==> config.mk <==
export PLATFORM = sky130hd
export DESIGN_NAME = pipeline_hazard_ctrl_flat
export DESIGN_NICKNAME = d
export VERILOG_FILES = /design/src/rtl/pipeline_hazard_ctrl_if.sv /design/src/rtl/pipeline_hazard_ctrl.sv /design/src/flat_wrapper.sv
export SDC_FILE = /design/constraint.sdc
export NUM_CORES = 1
export LEC_CHECK = 0
export CORE_MARGIN = 5
export CORE_UTILIZATION = 41
export CTS_CLUSTER_DIAMETER = 120
export CTS_CLUSTER_SIZE = 12
export DETAILED_ROUTE_END_ITERATION = 6
export PLACE_DENSITY = 0.85
export SLEW_MARGIN = 25
export SYNTH_ARGS = -nofsm -noshare
export SYNTH_HDL_FRONTEND = slang
export SYNTH_SLANG_ARGS = --single-unit
==> constraint.sdc <==
create_clock -name clk -period 3.6 [get_ports clk]
set_input_delay 0.54 -clock clk [delete_from_list [all_inputs] [get_ports clk]]
set_output_delay 0.54 -clock clk [all_outputs]
set_load 0.005 [all_outputs]
==> src/rtl/pipeline_hazard_ctrl_if.sv <==
// Control bundle between the MIPS pipeline datapath and the hazard/flush sequencer.
// master: datapath side (drives hazard inputs); slave: the sequencer.
interface pipeline_hazard_ctrl_if;
  logic [4:0]  id_rs;
  logic [4:0]  id_rt;
  logic        id_uses_rt;
  logic        ex_regwrite;
  logic [4:0]  ex_wr_reg;
  logic        mem_regwrite;
  logic [4:0]  mem_wr_reg;
  logic        mem_branch_taken;
  logic        pc_en;
  logic        ifid_en;
  logic        ifid_flush;
  logic        idex_flush;
  logic        exmem_flush;
  logic        stall_err;
  logic [31:0] stall_count;
  logic [31:0] flush_count;

  modport master (
    output id_rs, id_rt, id_uses_rt, ex_regwrite, ex_wr_reg, mem_regwrite, mem_wr_reg,
           mem_branch_taken,
    input  pc_en, ifid_en, ifid_flush, idex_flush, exmem_flush, stall_err, stall_count,
           flush_count
  );

  modport slave (
    input  id_rs, id_rt, id_uses_rt, ex_regwrite, ex_wr_reg, mem_regwrite, mem_wr_reg,
           mem_branch_taken,
    output pc_en, ifid_en, ifid_flush, idex_flush, exmem_flush, stall_err, stall_count,
           flush_count
  );
endinterface

==> src/rtl/pipeline_hazard_ctrl.sv <==
// Hazard/flush sequencer for the 5-stage MIPS pipeline (no forwarding).
// Define PIPELINE_HAZARD_STATS_EN to build the stall/flush statistics counters.
module pipeline_hazard_ctrl #(
  parameter int unsigned BOOT_CYCLES = 4,
  parameter int unsigned MAX_STALL   = 16
) (
  input logic                    clk,
  input logic                    rst,
  pipeline_hazard_ctrl_if.slave  hz
);

  localparam logic [7:0] BootLast = 8'(BOOT_CYCLES - 1);
  localparam logic [7:0] StallMax = 8'(MAX_STALL);

  typedef enum logic [1:0] {StBoot, StRun, StStall, StFlush} state_e;

  state_e     state_q, state_d;
  logic [7:0] boot_cnt_q, boot_cnt_d;
  logic [7:0] stall_cnt_q, stall_cnt_d;
  logic       stall_err_q, stall_err_d;
  logic       ex_hit, mem_hit, hazard;
  logic       stall_evt, branch_evt;
  logic       pc_en, ifid_en, ifid_flush, idex_flush, exmem_flush;

  // $0 is hardwired, so a write to it never conflicts.
  assign ex_hit  = hz.ex_regwrite && (hz.ex_wr_reg != 5'd0) &&
                   ((hz.ex_wr_reg == hz.id_rs) || (hz.id_uses_rt && hz.ex_wr_reg == hz.id_rt));
  assign mem_hit = hz.mem_regwrite && (hz.mem_wr_reg != 5'd0) &&
                   ((hz.mem_wr_reg == hz.id_rs) || (hz.id_uses_rt && hz.mem_wr_reg == hz.id_rt));
  assign hazard  = ex_hit || mem_hit;

  always_comb begin
    state_d     = state_q;
    boot_cnt_d  = boot_cnt_q;
    stall_cnt_d = stall_cnt_q;
    stall_err_d = stall_err_q;
    pc_en       = 1'b0;
    ifid_en     = 1'b0;
    ifid_flush  = 1'b0;
    idex_flush  = 1'b0;
    exmem_flush = 1'b0;
    stall_evt   = 1'b0;
    branch_evt  = 1'b0;
    unique case (state_q)
      StBoot: begin
        ifid_flush  = 1'b1;
        idex_flush  = 1'b1;
        exmem_flush = 1'b1;
        stall_cnt_d = 8'd0;
        if (boot_cnt_q == BootLast) begin
          state_d    = StRun;
          boot_cnt_d = 8'd0;
        end else begin
          boot_cnt_d = boot_cnt_q + 8'd1;
        end
      end
      StRun, StStall, StFlush: begin
        // In FLUSH the MEM stage holds a bubble, so its branch flag is stale.
        if (hz.mem_branch_taken && (state_q != StFlush)) begin
          pc_en       = 1'b1;
          ifid_en     = 1'b1;
          ifid_flush  = 1'b1;
          idex_flush  = 1'b1;
          exmem_flush = 1'b1;
          branch_evt  = 1'b1;
          stall_cnt_d = 8'd0;
          state_d     = StFlush;
        end else if (hazard) begin
          idex_flush = 1'b1;
          stall_evt  = 1'b1;
          state_d    = StStall;
          if (stall_cnt_q != StallMax) begin
            stall_cnt_d = stall_cnt_q + 8'd1;
          end
          if (stall_cnt_d == StallMax) begin
            stall_err_d = 1'b1;
          end
        end else begin
          pc_en       = 1'b1;
          ifid_en     = 1'b1;
          stall_cnt_d = 8'd0;
          state_d     = StRun;
        end
      end
      default: state_d = StBoot;
    endcase
  end

  always_ff @(posedge clk) begin
    if (rst) begin
      state_q     <= StBoot;
      boot_cnt_q  <= 8'd0;
      stall_cnt_q <= 8'd0;
      stall_err_q <= 1'b0;
    end else begin
      state_q     <= state_d;
      boot_cnt_q  <= boot_cnt_d;
      stall_cnt_q <= stall_cnt_d;
      stall_err_q <= stall_err_d;
    end
  end

  assign hz.pc_en       = pc_en;
  assign hz.ifid_en     = ifid_en;
  assign hz.ifid_flush  = ifid_flush;
  assign hz.idex_flush  = idex_flush;
  assign hz.exmem_flush = exmem_flush;
  assign hz.stall_err   = stall_err_q;

`ifdef PIPELINE_HAZARD_STATS_EN
  logic [31:0] stall_count_q, flush_count_q;

  always_ff @(posedge clk) begin
    if (rst) begin
      stall_count_q <= 32'd0;
      flush_count_q <= 32'd0;
    end else begin
      if (stall_evt)  stall_count_q <= stall_count_q + 32'd1;
      if (branch_evt) flush_count_q <= flush_count_q + 32'd1;
    end
  end

  assign hz.stall_count = stall_count_q;
  assign hz.flush_count = flush_count_q;
`else
  logic unused_evt;
  assign unused_evt     = stall_evt ^ branch_evt;
  assign hz.stall_count = 32'd0;
  assign hz.flush_count = 32'd0;
`endif

endmodule

==> src/flat_wrapper.sv <==
// flat-port wrapper written by rule: the top's interface ports become plain ports
module pipeline_hazard_ctrl_flat 
#(
  parameter int unsigned BOOT_CYCLES = 4,
  parameter int unsigned MAX_STALL   = 16
)
  (clk, rst, hz_id_rs, hz_id_rt, hz_id_uses_rt, hz_ex_regwrite, hz_ex_wr_reg, hz_mem_regwrite, hz_mem_wr_reg, hz_mem_branch_taken, hz_pc_en, hz_ifid_en, hz_ifid_flush, hz_idex_flush, hz_exmem_flush, hz_stall_err, hz_stall_count, hz_flush_count);
  pipeline_hazard_ctrl_if hz_i ();
  input logic clk;
  input logic rst;
  input wire logic [$bits(hz_i.id_rs)-1:0] hz_id_rs;
  input wire logic [$bits(hz_i.id_rt)-1:0] hz_id_rt;
  input wire logic [$bits(hz_i.id_uses_rt)-1:0] hz_id_uses_rt;
  input wire logic [$bits(hz_i.ex_regwrite)-1:0] hz_ex_regwrite;
  input wire logic [$bits(hz_i.ex_wr_reg)-1:0] hz_ex_wr_reg;
  input wire logic [$bits(hz_i.mem_regwrite)-1:0] hz_mem_regwrite;
  input wire logic [$bits(hz_i.mem_wr_reg)-1:0] hz_mem_wr_reg;
  input wire logic [$bits(hz_i.mem_branch_taken)-1:0] hz_mem_branch_taken;
  output wire logic [$bits(hz_i.pc_en)-1:0] hz_pc_en;
  output wire logic [$bits(hz_i.ifid_en)-1:0] hz_ifid_en;
  output wire logic [$bits(hz_i.ifid_flush)-1:0] hz_ifid_flush;
  output wire logic [$bits(hz_i.idex_flush)-1:0] hz_idex_flush;
  output wire logic [$bits(hz_i.exmem_flush)-1:0] hz_exmem_flush;
  output wire logic [$bits(hz_i.stall_err)-1:0] hz_stall_err;
  output wire logic [$bits(hz_i.stall_count)-1:0] hz_stall_count;
  output wire logic [$bits(hz_i.flush_count)-1:0] hz_flush_count;
  assign hz_i.id_rs = hz_id_rs;
  assign hz_i.id_rt = hz_id_rt;
  assign hz_i.id_uses_rt = hz_id_uses_rt;
  assign hz_i.ex_regwrite = hz_ex_regwrite;
  assign hz_i.ex_wr_reg = hz_ex_wr_reg;
  assign hz_i.mem_regwrite = hz_mem_regwrite;
  assign hz_i.mem_wr_reg = hz_mem_wr_reg;
  assign hz_i.mem_branch_taken = hz_mem_branch_taken;
  assign hz_pc_en = hz_i.pc_en;
  assign hz_ifid_en = hz_i.ifid_en;
  assign hz_ifid_flush = hz_i.ifid_flush;
  assign hz_idex_flush = hz_i.idex_flush;
  assign hz_exmem_flush = hz_i.exmem_flush;
  assign hz_stall_err = hz_i.stall_err;
  assign hz_stall_count = hz_i.stall_count;
  assign hz_flush_count = hz_i.flush_count;
  pipeline_hazard_ctrl #(.BOOT_CYCLES(BOOT_CYCLES), .MAX_STALL(MAX_STALL)) u_core (.clk(clk), .rst(rst), .hz(hz_i));
endmodule
==> Word-level counts from Yosys, hierarchy flattened <==
Cells that the tools add are included.
{ "word_totals": {"register_bits": 19, "input_bits": 26, "out_inout_bits": 70, "wordCells": 54} }
{ "classes": {"addsub": 2, "n_eq_ne": 12, "mux": 20, "bitwise": 1, "n_reduce_logical": 15} }
{ "op_table": {"columns": ["operator", "count"], "rows": [
  ["8-bit 2-to-1 mux", 7],
  ["5-bit equality test", 4],
  ["8-bit by 1-bit adder with 8-bit output, second input constant", 2],
  ["8-bit one-hot mux with 2 select lines", 1],
  ["5-bit nonzero test", 2],
  ["8-bit by 2-bit equality test with 1-bit output, second input constant", 1],
  ["8-bit by 5-bit equality test with 1-bit output, second input constant", 1],
  ["8-bit by 5-bit != test with 1-bit output, second input constant", 1],
  ["1-bit logical AND", 7],
  ["1-bit 2-to-1 mux", 6],
  ["2-bit 2-to-1 mux", 3],
  ["2-bit equality test, second input constant", 2],
  ["1-bit one-hot mux with 2 select lines", 2],
  ["2-bit one-hot mux with 2 select lines", 1],
  ["4-bit AND reduction", 1],
  ["1-bit logical OR", 3],
  ["3-bit OR reduction", 1],
  ["2-bit by 1-bit equality test with 1-bit output, second input constant", 1],
  ["2-bit zero test", 1],
  ["2-bit by 1-bit != test with 1-bit output, second input constant", 1],
  ["2-bit != test, second input constant", 1],
  ["1-bit NOT", 1]
]} }

==> Longest topological paths before layout <==
Gate-level depths: netlist (run 1).
{ "logic_depth": {"depth_word": 11, "depth_mapped": 7, "mapped_depth_nobuf": 6} }

==> Least setup slack after synthesis (run 1) <==
Ideal clock, no wire load.
{ "synth_timing": {"path_kind": "in2out", "start": "input hz_ex_wr_reg[1]", "end": "output hz_pc_en", "arrival_time_ns": 1.730, "required_time_ns": 3.060, "slack_ns": 1.330, "path_stages": 5, "cell_sequence": "or4_1 -> o21ai_0 -> o22ai_1 -> a21oi_1 -> buf_4"} }
{ "synth_via": {"elab_chain_cells": 8, "elab_cells_between_ends": 11} }
{ "synth_lines": {"columns": ["item", "line", "rtl"], "rows": [
  ["start: declaration", "flat_wrapper.sv:15", "input wire logic [$bits(hz_i.ex_wr_reg)-1:0] hz_ex_wr_reg;"],
  ["5-bit equality test", "pipeline_hazard_ctrl.sv:27", "((hz.ex_wr_reg == hz.id_rs) || (hz.id_uses_rt && hz.ex_wr_reg == hz.id_rt));"],
  ["1-bit logical AND", "pipeline_hazard_ctrl.sv:27", null],
  ["1-bit logical OR", "pipeline_hazard_ctrl.sv:27", null],
  ["1-bit logical AND *", "pipeline_hazard_ctrl.sv:26", "assign ex_hit = hz.ex_regwrite && (hz.ex_wr_reg != 5'd0) &&"],
  ["1-bit logical OR *", "pipeline_hazard_ctrl.sv:30", "assign hazard = ex_hit || mem_hit;"],
  ["1-bit 2-to-1 mux * (3 in a row)", null, null],
  ["end: declaration", "flat_wrapper.sv:19", "output wire logic [$bits(hz_i.pc_en)-1:0] hz_pc_en;"]
]} }
Mark *: on every way between the ends. The rest lies on a longest branch, timed or not.

==> Final worst setup path (run 1) <==
{ "layout_timing": {"start": "input hz_ex_wr_reg[1]", "end": "output hz_pc_en"} }
{ "layout_via": {"elab_chain_cells": 8, "elab_cells_between_ends": 11} }
{ "layout_lines": {"columns": ["item", "line", "rtl"], "rows": [
  ["5-bit equality test", "pipeline_hazard_ctrl.sv:27", null],
  ["1-bit logical AND", "pipeline_hazard_ctrl.sv:27", null],
  ["1-bit logical OR", "pipeline_hazard_ctrl.sv:27", null],
  ["1-bit logical AND *", "pipeline_hazard_ctrl.sv:26", null],
  ["1-bit logical OR *", "pipeline_hazard_ctrl.sv:30", null],
  ["1-bit 2-to-1 mux *", "pipeline_hazard_ctrl.sv:68", "end else if (hazard) begin"],
  ["1-bit 2-to-1 mux *", "pipeline_hazard_ctrl.sv:59", "if (hz.mem_branch_taken && (state_q != StFlush)) begin"],
  ["1-bit 2-to-1 mux *", "pipeline_hazard_ctrl.sv:44", "unique case (state_q)"]
]} }
Marked as above.

==> metrics.txt, run 1 <==
status complete, no violations; residual DRC count 0; fillcell total 406; Worst Path Max Fanout 3; CP Launch Type primary input; Pre-antenna DRT Iters 4; crit-path cells clkdlybuf4s50_1, or4_1, o21ai_0, o22ai_1, a21oi_1, clkdlybuf4s50_1; Async SR Flop Fraction 0; critical path's slowest cell or4_1; static leakage 0.818 nW; IO Pins 96; Die ar. between 5000 and 6000 um^2; multi-input combinational cell area slightly above 1000 um^2; Clock Latency Late Sink 0.26 ns; max frequency 306 MHz; most frequent CP cell clkdlybuf4s50_1; number of synthesis warnings 0; CP Capture Type output pin; first-pass GRT wire length about 5000 um; Synth Flop Type dfxtp_1; WL met2 approximately 1600 um; Detailed Route WL approximately 3500 um; RSZ-0062 raised after global routing false; Resized cells post-CTS 0; # port buffers 31; Crit Path Class in2out; Metal-1 WL about 1300 um; via-per-instance ratio roughly 4.5; Core Region ~4000 um^2; initial antenna violation count 0; Synth top area share 0.295; diodes inserted 0; cells after synthesis 211; Slew Limit Fails 0; CTS Root Cell clkbuf_8; CP top delay family buffers and inverters; total global-route track usage 0.116; top post-synthesis cells by area buf_4 29%, dfxtp_1 22%, xor2_1 15%, nor3_1 4.1%, nor2_1 3.1%; min-delay worst type reg2reg; CTS tree yes; final hold viol count 0; routed len/inst 11.9 um; DP Wirelength about 2800 um; max cap viols 0; Hold-fix buffers, CTS 0; Detailed Route Iter0 Violations 65; PD cells 314 nW/um^2; uppermost routed layer met4; synthesized cell area between 1500 and 2000 um^2; CP Data Arrival Time approximately 2.7 ns; FF+latch area roughly 380 um^2; largest net degree at the start of global routing 12; area leader, netlist buf_4; Clk pin slew, worst setup/hold paths approximately 0.070 ns; Post-Layout Inst Area between 1500 and 2000 um^2; Rows 23; Clock Skew approximately 0.006 ns; Die H 74.5 um; Final period util 0.908; Synth cell types 33; share of layout cells above drive strength 1 0.0290; setup violators final 0; htree depth 1; Bufs and invs on worst path 2; number of global-route vias before repair 1121; most common cell in the netlist buf_4; utilization after layout 0.461; CTS buffer count 3; Post-synth EDFFs 0; vias post-DR ~1300; post-synthesis average cell area ~8 um^2; Final #Nets roughly 270; fin crit period approximately 3.3 ns; setup bufs post-CTS 0; Routability Congestion 0.961; commonest cells in the netlist 67 x buf_4, 29 x xor2_1, 19 x dfxtp_1, 14 x nor2_1, 14 x nor3_1; Pwr Total 0.584 mW; antenna-violating nets left 0; area grow syn2layout 8.86%; WP data required approximately 3.1 ns; Slowest Stage Delay on Critical Path ~0.54 ns; Cell Area, Placed 1810 um^2; CTS Buffer Depth 2; Seq/Total Area, Yosys 0.223; FF+latch count, synth 19; Starting Density 0.424; Worst VDD drop 127 uV; setup TNS 0 ns; Die W roughly 75 um; GRT overflow 0; Sink Count 19; met3 WL approximately 470 um
==> through the flow <==
step / setup slack [ns] / cells / hold WS (ns)
floorplan: 1.33 / 274 / 0.466
global placement: 0.319 / 287 / 0.447
detailed placement: 0.329 / 287 / 0.456
CTS: 0.322 / 291 / 0.473
global route: 0.215 / 291 / 0.512
finish: 0.333 / 291 / 0.470
==> path summary, 6_finish.rpt <==
check                                           from                   end  slack, ns  cells past startpoint
worst max-delay path                 hz_ex_wr_reg[1]              hz_pc_en       0.33                      6
worst min-delay path             u_core.hz.stall_err   u_core.hz.stall_err       0.47                      1
worst min register to register   u_core.hz.stall_err   u_core.hz.stall_err       0.47                      1
worst max register to register  u_core.boot_cnt_q[0]  u_core.boot_cnt_q[4]       1.59                      6
==> final cells by class <==
type	count	area share
flip-flops and latches	19	0.205
repair buffers	32	0.171
multi-input cells	181	0.556
clock buffers	3	0.0222
inverters	5	0.0101
well taps	50	0.0336
clock inverters	1	0.00269
==> cell families (layout without fill, tap and decap cells) <==
kind of cell	Yosys count	in the layout	share of synthesized area
other	1	64	0.00220
AO/OA/AOI/OAI	15	15	0.0703
XOR/XNOR	35	35	0.179
adder cells (fa/ha/maj)	3	3	0.0220
flip-flops	19	19	0.223
multiplexers	1	1	0.00586
buffers and inverters	74	41	0.311
AND/OR/NAND/NOR	63	63	0.187
==> placed cells by master (no fill, tap or decap), types with 4 or more instances in the layout <==
cell type / count
nor2_1: 14
clkdlybuf4s50_1: 31
xnor2_1: 6
inv_1: 5
nor3_1: 14
dfxtp_1: 19
nand2_1: 11
nand3_1: 4
conb_1: 64
nand4_1: 5
and3_1: 6
xor2_1: 29
==> state kept, by name, summed over array words and instances, names as in the netlist <==
name,flops
u_core.boot_cnt_q,8
u_core.hz.stall_err,1
u_core.stall_cnt_q,8
u_core.state_q,2
==> per-layer routing <==
metal  vias to the layer above  track usage
met1                       584        0.137
met4                         0       0.0613
met3                         7       0.0135
met2                        80        0.203
li1                        640            -
met5                         -            0
==> power breakdown <==
part           internal, mW  total, mW  switching (mW)
registers             0.226      0.247          0.0204
clock network        0.0770      0.149          0.0717
logic                0.0906      0.188          0.0979
(Power assumes the default switching activity.)
==> run 2: changes to the inputs <==
- CTS_BUF_LIST: default -> sky130_fd_sc_hd__clkbuf_16
==> run 2 against run 1 <==
  * Via count fell by 1.6%
  * Largest cell class unchanged
  * Register-to-register slack barely moved
  * Critical endpoint unchanged
  * Wire length rose by 1.1%
  * Clock power rose by 54%
  * Critical path depth did not move
  * Cell count did not move
  * Final area rose by 1.8%
  * Die area did not move
  * Largest power group unchanged
  * Fmax rose by 0.20%
  * Non-clock buffer count did not move
  * Sequential power barely moved
  * Sequential share of layout area fell by 0.37 points
==> metrics.txt, run 2 (synthesized netlist as in run 1, its figures left out) <==
status complete, no violations (unchanged); commonest cells after routing, fill and taps aside 64 x conb_1, 31 x clkdlybuf4s50_1, 29 x xor2_1, 19 x dfxtp_1 (unchanged); commonest non-fill, non-tap cell in the layout conb_1 (unchanged); reg-to-reg setup timing slack 1.59 ns (about the same); DP Wirelength 2800 um (unchanged); Slew Limit Fails 0 (unchanged); routed len/inst 12.0 um (was 11.9 um); initial antenna violation count 0 (unchanged); Worst Path Max Fanout 3 (unchanged); number of global-route vias before repair 1118 (was 1121); Clock Latency Late Sink 0.25 ns (was 0.26 ns); vias post-DR 1290 (was 1311); crit-path cells clkdlybuf4s50_1, or4_1, o21ai_0, o22ai_1, a21oi_1, clkdlybuf4s50_1 (unchanged); CP top delay family buffers and inverters (unchanged); P_int 0.466 mW (was 0.394 mW); CP Capture Type output pin (unchanged); Die H 74.5 um (unchanged); largest net degree at the start of global routing 12 (unchanged); RSZ-0062 raised after global routing false (unchanged); worst r2r src u_core.boot_cnt_q[0] (unchanged); residual DRC count 0 (unchanged); Flop pwr share 0.372 (was 0.423); Die ar. 5560 um^2 (unchanged); critical path's slowest cell or4_1 (unchanged); Hold Startpoint u_core.hz.stall_err (unchanged); Sw Ratio 0.299 (was 0.325); Post-Layout Inst Area 1890 um^2 (was 1860 um^2); most frequent CP cell clkdlybuf4s50_1 (unchanged); antenna-violating nets left 0 (unchanged); setup bufs post-CTS 0 (unchanged); Worst VDD drop 153 uV (was 127 uV); max cap viols 0 (unchanged); setup violators final 0 (unchanged); area grow syn2layout 10.8% (was 8.86%); static leakage 0.834 nW (was 0.818 nW); max frequency 307 MHz (was 306 MHz); WP data required 3.06 ns (about the same); R2R cell count 6 (unchanged); Die W 74.5 um (unchanged); worst reg2reg path endpoint u_core.boot_cnt_q[4] (unchanged); Cell Area, Placed 1810 um^2 (unchanged); IO Pins 96 (unchanged); share of layout cells above drive strength 1 0.0290 (unchanged); Rows 23 (unchanged); CP Data Arrival Time 2.72 ns (was 2.73 ns); # port buffers 31 (unchanged); Pre-antenna DRT Iters 4 (unchanged); final setup margin 0.339 ns (was 0.333 ns); CTS Buffer Depth 2 (unchanged); Routability Congestion 0.961 (unchanged); diodes inserted 0 (unchanged); CTS tree yes (unchanged); Starting Density 0.424 (unchanged); GRT overflow 0 (unchanged); total global-route track usage 0.119 (was 0.116); Worst Setup SP hz_ex_wr_reg[1] (unchanged); fin crit period 3.26 ns (was 3.27 ns); Final #Nets 271 (unchanged); Sink Count 19 (unchanged); hold depth 1 (unchanged); CTS buffer count 3 (unchanged); PD cells 352 nW/um^2 (was 314 nW/um^2); Hold-fix buffers, CTS 0 (unchanged); clock power share 0.344 (was 0.255); fillcell total 398 (was 406); final hold viol count 0 (unchanged); pre-CTS WS 0.329 ns (unchanged); Slowest Stage Delay on Critical Path 0.54 ns (about the same); CTS Root Cell clkbuf_16 (was clkbuf_8); Crit Path Class in2out (unchanged); Detailed Route WL 3500 um (was 3460 um); CP Launch Type primary input (unchanged); htree depth 1 (unchanged); Resized cells post-CTS 0 (unchanged); Gate power share 0.283 (was 0.323); Detailed Route Iter0 Violations 64 (was 65); Switch Pwr 0.199 mW (was 0.190 mW); Clk pin slew, worst setup/hold paths 0.05 ns (was 0.07 ns); min-delay worst type reg2reg (unchanged); first-pass GRT wire length 5130 um (was 5030 um); Bufs and invs on worst path 2 (unchanged); setup TNS 0 ns (unchanged); Clock Skew 0.00362 ns (was 0.00590 ns); Core Region 4030 um^2 (unchanged); Final period util 0.906 (was 0.908); Largest regs u_core.boot_cnt_q (8), u_core.stall_cnt_q (8), u_core.state_q (2) (unchanged); via-per-instance ratio 4.43 (was 4.51); Worst Hold End u_core.hz.stall_err (unchanged)
-- run 2: cell types whose count changed in the layout (fill, tap and decap cells not counted) --
cell	previous run	this run
clkbuf_8	3	0
clkbuf_16	0	3
-- run 2: worst max-delay path by stage --
stage / endpoint / slack [ns] / depth (start not counted)
after floorplan: hz_pc_en / 1.33 / 5
after global placement: hz_pc_en / 0.32 / 6
after detailed placement: hz_pc_en / 0.33 / 6
after CTS: hz_pc_en / 0.32 / 6
after global routing: hz_pc_en / 0.21 / 6
final: hz_pc_en / 0.34 / 6
-- run 2: metal layers --
layer,vias to the layer above,global-route usage,routed length [um]
met5,-,0,0
met1,560,0.141,1330
met4,0,0.0672,91
li1,638,-,-
met3,7,0.0216,502
met2,85,0.203,1580
-- run 2: power groups by stage --
stage               Combinational [mW]  Sequential [mW]  Clock [mW]
finish                           0.189            0.248       0.229
global route                     0.213            0.249       0.244
CTS                              0.187            0.246       0.237
detailed placement               0.185            0.250           0
global placement                 0.180            0.249           0
floorplan                        0.161            0.245           0
-- run 2: cell type report --
cell class	instances	area, um^2	area share
Clock buffer	3	75.1	0.0397
Clock inverter	1	5.00	0.00264
Inverter	5	18.8	0.00991
Multi-Input combinational cell	181	1030	0.546
Sequential cell	19	380	0.201
Tap cell	50	62.6	0.0330
Timing Repair Buffer	32	318	0.168
-- run 2: through the flow --
step / utilization / cells / total power [mW] / hold WS, ns
after floorplan: - / 274 / 0.406 / 0.466
after global placement: 0.450 / 287 / 0.429 / 0.447
after detailed placement: 0.450 / 287 / 0.435 / 0.456
after CTS: 0.470 / 291 / 0.670 / 0.470
after global routing: 0.470 / 291 / 0.706 / 0.503
final: 0.470 / 291 / 0.666 / 0.467
